### src/rtl/ni_packet_injector_if.sv
// rtl/ni_packet_injector_if.sv - PE request and router channel signals of the packet injector
interface ni_packet_injector_if #(
  parameter int ADDR_FIELD    = 3,
  parameter int FLIT_WIDTH    = 32,
  parameter int PAYLOAD_FLITS = 3
);
  logic                                req_valid_din;
  logic                                req_ready_dout;
  logic [ADDR_FIELD-1:0]               x_dest_din;
  logic [ADDR_FIELD-1:0]               y_dest_din;
  logic                                done_din;
  logic [PAYLOAD_FLITS*FLIT_WIDTH-1:0] payload_din;
  logic [FLIT_WIDTH-1:0]               channel_dout;
  logic                                channel_valid_dout;
  logic                                channel_tail_dout;
  logic                                credit_din;
  logic                                credit_error_dout;
  logic [7:0]                          seq_dout;

  modport slave (
    input  req_valid_din, x_dest_din, y_dest_din, done_din, payload_din, credit_din,
    output req_ready_dout, channel_dout, channel_valid_dout, channel_tail_dout,
           credit_error_dout, seq_dout
  );

  modport master (
    output req_valid_din, x_dest_din, y_dest_din, done_din, payload_din, credit_din,
    input  req_ready_dout, channel_dout, channel_valid_dout, channel_tail_dout,
           credit_error_dout, seq_dout
  );
endinterface

### src/rtl/ni_packet_injector.sv
// rtl/ni_packet_injector.sv - credit-flow-controlled header+payload flit serialiser for the router PE port
module ni_packet_injector #(
  parameter int X_LOCAL       = 2,
  parameter int Y_LOCAL       = 2,
  parameter int ADDR_FIELD    = 3,
  parameter int FLIT_WIDTH    = 32,
  parameter int PAYLOAD_FLITS = 3,
  parameter int CREDITS       = 4
) (
  input logic                  clk,
  input logic                  reset,
  ni_packet_injector_if.slave  bus
);
  localparam int CW = $clog2(CREDITS + 1);
  localparam int IW = $clog2(PAYLOAD_FLITS + 1);
  localparam int HW = 1 + 4 * ADDR_FIELD;
  localparam logic [CW-1:0]         CREDITS_FULL = CW'(CREDITS);
  localparam logic [IW-1:0]         LAST_IDX     = IW'(PAYLOAD_FLITS - 1);
  localparam logic [ADDR_FIELD-1:0] XL           = ADDR_FIELD'(X_LOCAL);
  localparam logic [ADDR_FIELD-1:0] YL           = ADDR_FIELD'(Y_LOCAL);

  typedef enum logic [1:0] {IDLE, HEADER, PAYLOAD} state_t;

  state_t                              state;
  logic [CW-1:0]                       credits;
  logic [7:0]                          seq;
  logic [7:0]                          seq_l;
  logic [IW-1:0]                       idx;
  logic                                done_l;
  logic [ADDR_FIELD-1:0]               x_l;
  logic [ADDR_FIELD-1:0]               y_l;
  logic [PAYLOAD_FLITS*FLIT_WIDTH-1:0] payload_l;
  logic [FLIT_WIDTH-1:0]               header;
  logic                                send;
  logic                                last;

  assign send = (state != IDLE) && (credits != '0);
  assign last = (idx == LAST_IDX);
  assign bus.seq_dout = seq;

  // Route fields are packed at the top of the flit; the sequence number sits in the low byte.
  always_comb begin
    header = '0;
    header[7:0] = seq_l;
    header[FLIT_WIDTH-1 -: HW] = {done_l, x_l, y_l, XL, YL};
  end

  always_ff @(posedge clk or negedge reset) begin
    if (!reset) begin
      state                 <= IDLE;
      credits               <= CREDITS_FULL;
      seq                   <= '0;
      seq_l                 <= '0;
      idx                   <= '0;
      done_l                <= 1'b0;
      x_l                   <= '0;
      y_l                   <= '0;
      payload_l             <= '0;
      bus.req_ready_dout    <= 1'b1;
      bus.channel_dout      <= '0;
      bus.channel_valid_dout <= 1'b0;
      bus.channel_tail_dout <= 1'b0;
      bus.credit_error_dout <= 1'b0;
    end else begin
      bus.channel_valid_dout <= send;
      bus.channel_tail_dout  <= send && (state == PAYLOAD) && last;
      if (send) begin
        bus.channel_dout <= (state == HEADER) ? header
                                              : payload_l[int'(idx)*FLIT_WIDTH +: FLIT_WIDTH];
      end

      // A returned credit and a sent flit in the same cycle cancel out.
      if (send && !bus.credit_din) begin
        credits <= credits - 1'b1;
      end else if (!send && bus.credit_din) begin
        if (credits == CREDITS_FULL) bus.credit_error_dout <= 1'b1;
        else                         credits <= credits + 1'b1;
      end

      case (state)
        IDLE: begin
          if (bus.req_valid_din && bus.req_ready_dout) begin
            done_l             <= bus.done_din;
            x_l                <= bus.x_dest_din;
            y_l                <= bus.y_dest_din;
            payload_l          <= bus.payload_din;
            seq_l              <= seq;
            seq                <= seq + 8'd1;
            bus.req_ready_dout <= 1'b0;
            state              <= HEADER;
          end
        end
        HEADER: begin
          if (send) begin
            idx   <= '0;
            state <= PAYLOAD;
          end
        end
        PAYLOAD: begin
          if (send) begin
            if (last) begin
              bus.req_ready_dout <= 1'b1;
              state              <= IDLE;
            end else begin
              idx <= idx + 1'b1;
            end
          end
        end
        default: state <= IDLE;
      endcase
    end
  end
endmodule

### src/flat_wrapper.sv
// flat-port wrapper written by rule: the top's interface ports become plain ports
module ni_packet_injector_flat 
#(
  parameter int X_LOCAL       = 2,
  parameter int Y_LOCAL       = 2,
  parameter int ADDR_FIELD    = 3,
  parameter int FLIT_WIDTH    = 32,
  parameter int PAYLOAD_FLITS = 3,
  parameter int CREDITS       = 4
)
  (clk, reset, bus_req_valid_din, bus_x_dest_din, bus_y_dest_din, bus_done_din, bus_payload_din, bus_credit_din, bus_req_ready_dout, bus_channel_dout, bus_channel_valid_dout, bus_channel_tail_dout, bus_credit_error_dout, bus_seq_dout);
  ni_packet_injector_if #(.ADDR_FIELD(ADDR_FIELD), .FLIT_WIDTH(FLIT_WIDTH), .PAYLOAD_FLITS(PAYLOAD_FLITS)) bus_i ();
  input logic clk;
  input logic reset;
  input wire logic [$bits(bus_i.req_valid_din)-1:0] bus_req_valid_din;
  input wire logic [$bits(bus_i.x_dest_din)-1:0] bus_x_dest_din;
  input wire logic [$bits(bus_i.y_dest_din)-1:0] bus_y_dest_din;
  input wire logic [$bits(bus_i.done_din)-1:0] bus_done_din;
  input wire logic [$bits(bus_i.payload_din)-1:0] bus_payload_din;
  input wire logic [$bits(bus_i.credit_din)-1:0] bus_credit_din;
  output wire logic [$bits(bus_i.req_ready_dout)-1:0] bus_req_ready_dout;
  output wire logic [$bits(bus_i.channel_dout)-1:0] bus_channel_dout;
  output wire logic [$bits(bus_i.channel_valid_dout)-1:0] bus_channel_valid_dout;
  output wire logic [$bits(bus_i.channel_tail_dout)-1:0] bus_channel_tail_dout;
  output wire logic [$bits(bus_i.credit_error_dout)-1:0] bus_credit_error_dout;
  output wire logic [$bits(bus_i.seq_dout)-1:0] bus_seq_dout;
  assign bus_i.req_valid_din = bus_req_valid_din;
  assign bus_i.x_dest_din = bus_x_dest_din;
  assign bus_i.y_dest_din = bus_y_dest_din;
  assign bus_i.done_din = bus_done_din;
  assign bus_i.payload_din = bus_payload_din;
  assign bus_i.credit_din = bus_credit_din;
  assign bus_req_ready_dout = bus_i.req_ready_dout;
  assign bus_channel_dout = bus_i.channel_dout;
  assign bus_channel_valid_dout = bus_i.channel_valid_dout;
  assign bus_channel_tail_dout = bus_i.channel_tail_dout;
  assign bus_credit_error_dout = bus_i.credit_error_dout;
  assign bus_seq_dout = bus_i.seq_dout;
  ni_packet_injector #(.X_LOCAL(X_LOCAL), .Y_LOCAL(Y_LOCAL), .ADDR_FIELD(ADDR_FIELD), .FLIT_WIDTH(FLIT_WIDTH), .PAYLOAD_FLITS(PAYLOAD_FLITS), .CREDITS(CREDITS)) u_core (.clk(clk), .reset(reset), .bus(bus_i));
endmodule
### config.mk
export PLATFORM = sky130hd
export DESIGN_NAME = ni_packet_injector_flat
export DESIGN_NICKNAME = d
export VERILOG_FILES = /design/src/rtl/ni_packet_injector_if.sv /design/src/rtl/ni_packet_injector.sv /design/src/flat_wrapper.sv
export SDC_FILE = /design/constraint.sdc
export NUM_CORES = 1
export LEC_CHECK = 0
export CORE_ASPECT_RATIO = 0.5
export CORE_MARGIN = 3
export CORE_UTILIZATION = 46
export CTS_BUF_LIST = sky130_fd_sc_hd__clkbuf_4
export DETAILED_ROUTE_END_ITERATION = 8
export PLACE_DENSITY = 0.83
export SLEW_MARGIN = 20
export SYNTH_ARGS = -nofsm -noshare
export SYNTH_HDL_FRONTEND = slang
export SYNTH_SLANG_ARGS = --single-unit
### constraint.sdc
create_clock -name clk -period 3.4 [get_ports clk]
set_input_delay 0.68 -clock clk [delete_from_list [all_inputs] [get_ports clk]]
set_output_delay 0.68 -clock clk [all_outputs]
set_load 0.05 [all_outputs]
==> flow_summary.toml, run 1 <==
[worst_setup_path]
critPathRequiredTime_ns = 3.84
crit_chain = "or3_1 -> o21ai_4 -> inv_2 -> ha_1 -> inv_1 -> fa_1 -> or2_2 -> o21ai_0 -> a31oi_1"
crit_path_max_fanout = 32
critPathTopFamily = "flip-flops"
crit_arrival_ns = 3.06
critPathKind = "reg -> reg"
crit_path_top_delay_cell = "dfstp_2"
end_kind = "register"
start_kind = "register"
path_buf_inv = 2
max_stage_delay_ns = 0.60

[yosys]
ys_seq_area_share_pct = 58.2
syn_area_per_cell_sq_um = 8.92
synth-main-ff-cell = "dfrtp_1"
yosys_register_bits = 162
async_flop_share_pct = 100
syn_area_sq_um = 6970
synth.distinct_cells = 39
synth_edf_count = 0
synth_nets = 894
synthCells = 782
yosys_warnings = 0

[floorplan]
rows = 31
io_pins = 151
dieHeight_microns = 93.1
die_area_sq_um = 16800
die_x_microns = 180
initial_utilization_pct = 47.6
core_area_sq_um = 14700

[layout]
final_common_cell = "nand2_1"
post-route-util_pct = 60.5
finalNetCount = 1028
layout_common_cells = "nand2_1, dfrtp_1, clkdlybuf4s50_1"
drive_above_1_share_pct = 5.39
area_growth_pct = 27.2
fin_area_sq_um = 8870

[min_path]
hold_class = "in -> async"

[grt]
grt_pass1_wl_microns = 27800
track_usage_pct = 20.4
first_global_vias = 5699
grt_max_degree = 96
grt_antenna_before_repair = 1
grt-ovfl-total = 0

[pwr]
p_leak_nw = 4.27
ir_drop_v = 0.000416
p_per_area_nw_per_um2 = 861

[sta]
worst_pin_slew_ns = 1.06
rsz0062_at_grt = "false"
setup_viol = 0
whs_ns = 0.169
fin_crit_sh_pct = 77.0
timing.fmax_mhz = 382
min_period_ns = 2.62
drv_slew = 0
clock_skew_ns = 0.0281
tns_ns = 0
maxSlewHeadroom_pct = 29.2
hold_violations = 0

[clocking]
cts.clk_slew.worst_paths_ns = 0.15
worstSkewPairLatency_ns = 0.52
numCtsBuffers = 17
cts_tree = "built"
cts_resized = 0
postCtsSetupBuffers = 0
clockRootBuffer = "clkbuf_4"
holdBufCountCts = 0
cts_buffer_depth = 2
cts_sinks = 162
h-tree-depth = 4

[placement]
dp_hpwl_microns = 11900
place_congestion = 0.856
placed_area_sq_um = 8640
portBuffers = 150

[drt]
totalWireLength_microns = 16800
drtIter0Drc = 516
drc = 0
num_vias = 5687
antenna_left = 0
dr.pass1.iters = 5
viasPerCell = 5.05
wl_per_cell_microns = 14.9

[flow_run]
drv_cap = 0

[outcome]
status = "completed"
==> synthesized netlist by cell type, types with 2 or more instances <==
cell type | count | share of area, %
xnor2_1 | 6 | 0.75
mux2i_1 | 31 | 4.5
nand4_1 | 3 | 0.27
ha_1 | 4 | 0.72
buf_4 | 2 | 0.22
nor3b_1 | 2 | 0.22
inv_1 | 7 | 0.38
a31oi_1 | 2 | 0.18
a211oi_1 | 14 | 1.5
nand2_1 | 373 | 20
dfstp_2 | 2 | 0.75
and3_1 | 2 | 0.18
dfrtp_1 | 160 | 57
buf_2 | 32 | 2.3
or3_1 | 2 | 0.18
o22a_1 | 2 | 0.25
o21ai_0 | 51 | 3.7
nor2b_1 | 3 | 0.27
nor2_1 | 33 | 1.8
a21oi_1 | 21 | 1.5
clkbuf_1 | 12 | 0.65
==> where the power goes <==
part | switching [mW] | internal (mW) | total, mW
logic | 2.10 | 1.26 | 3.36
clock network | 0.675 | 0.280 | 0.954
registers | 0.580 | 2.73 | 3.31
==> path summary, 6_finish.rpt <==
| kind | from | end | slack, ns | cells past startpoint |
|---|---|---|---|---|
| min reg2reg | u_core.seq_l[2] | u_core.seq_l[2] | 0.49 | 2 |
| max in group asynchronous | reset | u_core.payload_l[26] | 2.40 | 2 |
| max | u_core.credits[2] | u_core.credits[2] | 0.78 | 9 |
| min in group clk | u_core.seq_l[2] | u_core.seq_l[2] | 0.49 | 2 |
| max reg2reg | u_core.credits[2] | u_core.credits[2] | 0.78 | 9 |
| min | reset | u_core.payload_l[16] | 0.17 | 1 |
==> cell type report <==
type	count	area [sq um]
diodes	1	2.50
inverters	8	30.0
flip-flops and latches	162	4060
fillers	1239	5790
clock buffers	17	128
multi-input cells	565	2690
clock inverters	14	93.8
repair buffers	162	1620
well taps	198	248
==> logic make-up (layout without fill, tap and decap cells) <==
kind of cell	after synthesis	in the layout	share of synthesized area, %
AO/OA/AOI/OAI	98	98	8.20
flip-flops	162	162	58.2
buffers and inverters	55	201	3.66
XOR/XNOR	7	7	0.879
other	0	1	0
adder cells (fa/ha/maj)	5	5	1.00
AND/OR/NAND/NOR	423	423	23.5
multiplexers	32	32	4.61
==> worst reg2reg max path: stages (launching register included) <==
cell and delay, ns:
dfstp_2 0.60, or3_1 0.27, o21ai_4 0.31, inv_2 0.14, ha_1 0.19, inv_1 0.10
fa_1 0.38, or2_2 0.29, o21ai_0 0.17, a31oi_1 0.11
==> flip-flops by register name (all words and copies together), names as in the netlist <==
name	cells
u_core.payload_l	96
u_core.bus.channel_dout	32
u_core.bus.seq_dout	8
u_core.seq_l	8
u_core.credits	3
u_core.x_l	3
u_core.y_l	3
u_core.idx	2
u_core.state	2
u_core.bus.channel_tail_dout	1
u_core.bus.channel_valid_dout	1
u_core.bus.credit_error_dout	1
u_core.bus.req_ready_dout	1
u_core.done_l	1
==> per-stage QoR <==
step	worst slack, ns	power, mW	std cells
finish	0.782	7.63	1127
global route	0.573	8.22	1127
CTS	0.756	7.67	1126
detailed placement	0.816	6.72	1095
global placement	0.914	6.58	1095
floorplan	1.05	5.60	782
==> per-layer routing <==
layer | track usage (%) | vias to the layer above | wire [microns]
met1 | 26.2 | 2740 | 7200
met5 | 0 | - | 0
met2 | 34.9 | 161 | 8440
met4 | 5.42 | 0 | 178
li1 | - | 2772 | -
met3 | 5.28 | 14 | 988
Note: power is estimated with default switching activity, not from simulation.
==> inputs of run 2 (changes only) <==
Settings changed: PLACE_DENSITY 0.83 to 0.85.
Clock period 3.4 ns to 2.1 ns, I/O delays scaled along.
==> flow_summary.toml, run 2 (same netlist as run 1, synthesis figures left out) <==
[grt]
first_global_vias = 5827
track_usage_pct = 21.2
grt_max_degree = 62
grt-ovfl-total = 0
grt_antenna_before_repair = 0
grt_pass1_wl_microns = 28700

[clocking]
numCtsBuffers = 17
cts_tree = "built"
h-tree-depth = 4
postCtsSetupBuffers = 0
cts.clk_slew.worst_paths_ns = 0.13
cts_buffer_depth = 2
clockRootBuffer = "clkbuf_4"
worstSkewPairLatency_ns = 0.54
cts_sinks = 162

[sta]
hold_violations = 0
min_period_ns = 2.01
clock_skew_ns = 0.0230
whs_ns = 0.395
fin_crit_sh_pct = 95.6
maxSlewHeadroom_pct = 53.4
setup_viol = 0
drv_slew = 0
worst_pin_slew_ns = 0.696
timing.fmax_mhz = 498
rsz0062_at_grt = "false"

[floorplan]
rows = 31
io_pins = 151
die_x_microns = 180
initial_utilization_pct = 47.6
die_area_sq_um = 16800
dieHeight_microns = 93.1
core_area_sq_um = 14700

[pwr]
p_per_area_nw_per_um2 = 1410
p_total_mw = 12.8
ir_drop_v = 0.000623
p_leak_nw = 4.52

[drt]
wl_per_cell_microns = 15.4
dr.pass1.iters = 5
num_vias = 5818
drtIter0Drc = 405
antenna_left = 0
viasPerCell = 5.11
drc = 0
totalWireLength_microns = 17500

[layout]
finalNetCount = 1040
drive_above_1_share_pct = 7.23
fillerInstances = 1237
layout_common_cells = "nand2_1, dfrtp_1, clkdlybuf4s50_1"
post-route-util_pct = 61.7
final_common_cell = "nand2_1"
antenna_cells = 0
largest_reg_flops = 96
area_growth_pct = 29.7
reg_top3 = "u_core.payload_l (96), u_core.bus.channel_dout (32)"
top_register = "u_core.payload_l"

[worst_setup_path]
r2r_slack_ns = 0.09
cp_common_cell = "inv_2"
critPathKind = "reg -> reg"
max_stage_delay_ns = 0.60
crit_chain = "or3_4 -> o21ai_4 -> inv_2 -> ha_4 -> inv_2 -> fa_2 -> or2_4 -> nand2_1 -> a21oi_1 -> a31oi_1"
crit_path_max_fanout = 6
start_kind = "register"
critPathRequiredTime_ns = 2.55
end_kind = "register"
crit_arrival_ns = 2.46
crit_path_top_delay_cell = "dfstp_2"

[placement]
place_congestion = 0.786
dp_hpwl_microns = 12200
portBuffers = 150

[flow_run]
drv_cap = 0

[min_path]
hold_class = "in -> async"

[outcome]
status = "completed"
## run 2: cell count changes in the layout (fill, tap and decap cells not counted), moves of 2 or more
| cell | previous run | this run |
|---|---|---|
| bufinv_16 | 0 | 2 |
| buf_12 | 2 | 7 |
| buf_4 | 10 | 17 |
| dlygate4sd2_1 | 0 | 43 |
| clkdlybuf4s50_1 | 149 | 105 |
## run 2: metrics by stage
stage | worst slack (ns) | TNS, ns | area [sq um] | std cells
2_1_floorplan | -0.000389 | -0.000389 | 7000 | 782
3_3_place_gp | 0.0817 | 0 | 8800 | 1106
3_5_place_dp | 0.0164 | 0 | 8800 | 1106
4_1_cts | 0.0528 | 0 | 9030 | 1139
5_1_grt | 0.0123 | 0 | 9040 | 1139
6_report | 0.0922 | 0 | 9040 | 1139
## run 2: final cells by class
type | count | area [sq um] | area share (%)
Clock buffer | 18 | 135 | 1.49
Clock inverter | 14 | 140 | 1.55
Inverter | 8 | 30.0 | 0.332
Multi-Input combinational cell | 565 | 2710 | 30.0
Sequential cell | 162 | 4060 | 44.9
Tap cell | 198 | 248 | 2.74
Timing Repair Buffer | 174 | 1720 | 19.0
## run 2: power breakdown
group | total, mW | leakage, nW | internal, mW | switching, mW
sequential | 5.26 | 2.05 | 4.43 | 0.831
clock | 1.82 | 0.135 | 0.711 | 1.10
combinational | 5.68 | 2.34 | 2.05 | 3.63
total | 12.8 | 4.52 | 7.19 | 5.57
## run 2: final timing paths
check | from | cells past startpoint | to
setup / recovery | u_core.credits[2] | 10 | u_core.credits[2]
setup reg to reg | u_core.credits[2] | 10 | u_core.credits[2]
hold / removal | reset | 2 | u_core.payload_l[79]
max in group asynchronous | reset | 3 | u_core.payload_l[19]
hold reg to reg | u_core.seq_l[7] | 2 | u_core.seq_l[7]
min in group clk | bus_payload_din[8] | 3 | u_core.payload_l[8]
## run 2: per-layer routing
layer  global-route usage (%)  vias to the layer above  routed length (microns)
met4                     6.25                        0                      273
met5                        0                        -                        0
met2                     36.6                      157                     8860
li1                         -                     2797                        -
met1                     27.6                     2834                     7630
met3                     4.16                       30                      725
## run 2: repair_timing
action / 4_1_cts / 5_1_grt
endpoints found under the hold margin: 52 / 0
hold buffers: 1 / 0
cloned: 0 / 0
pin swaps: 0 / 0
gates resized for setup: 43 / 1
setup endpoints to repair: 43 / 1
## run 2: worst max-delay path: cells and delay by family (launching register included)
family / cells / cell delay, ns
flops: 1 / 0.60
fa+ha+maj: 2 / 0.49
simple gates: 3 / 0.44
compound gates: 3 / 0.28
buf+inv: 2 / 0.13
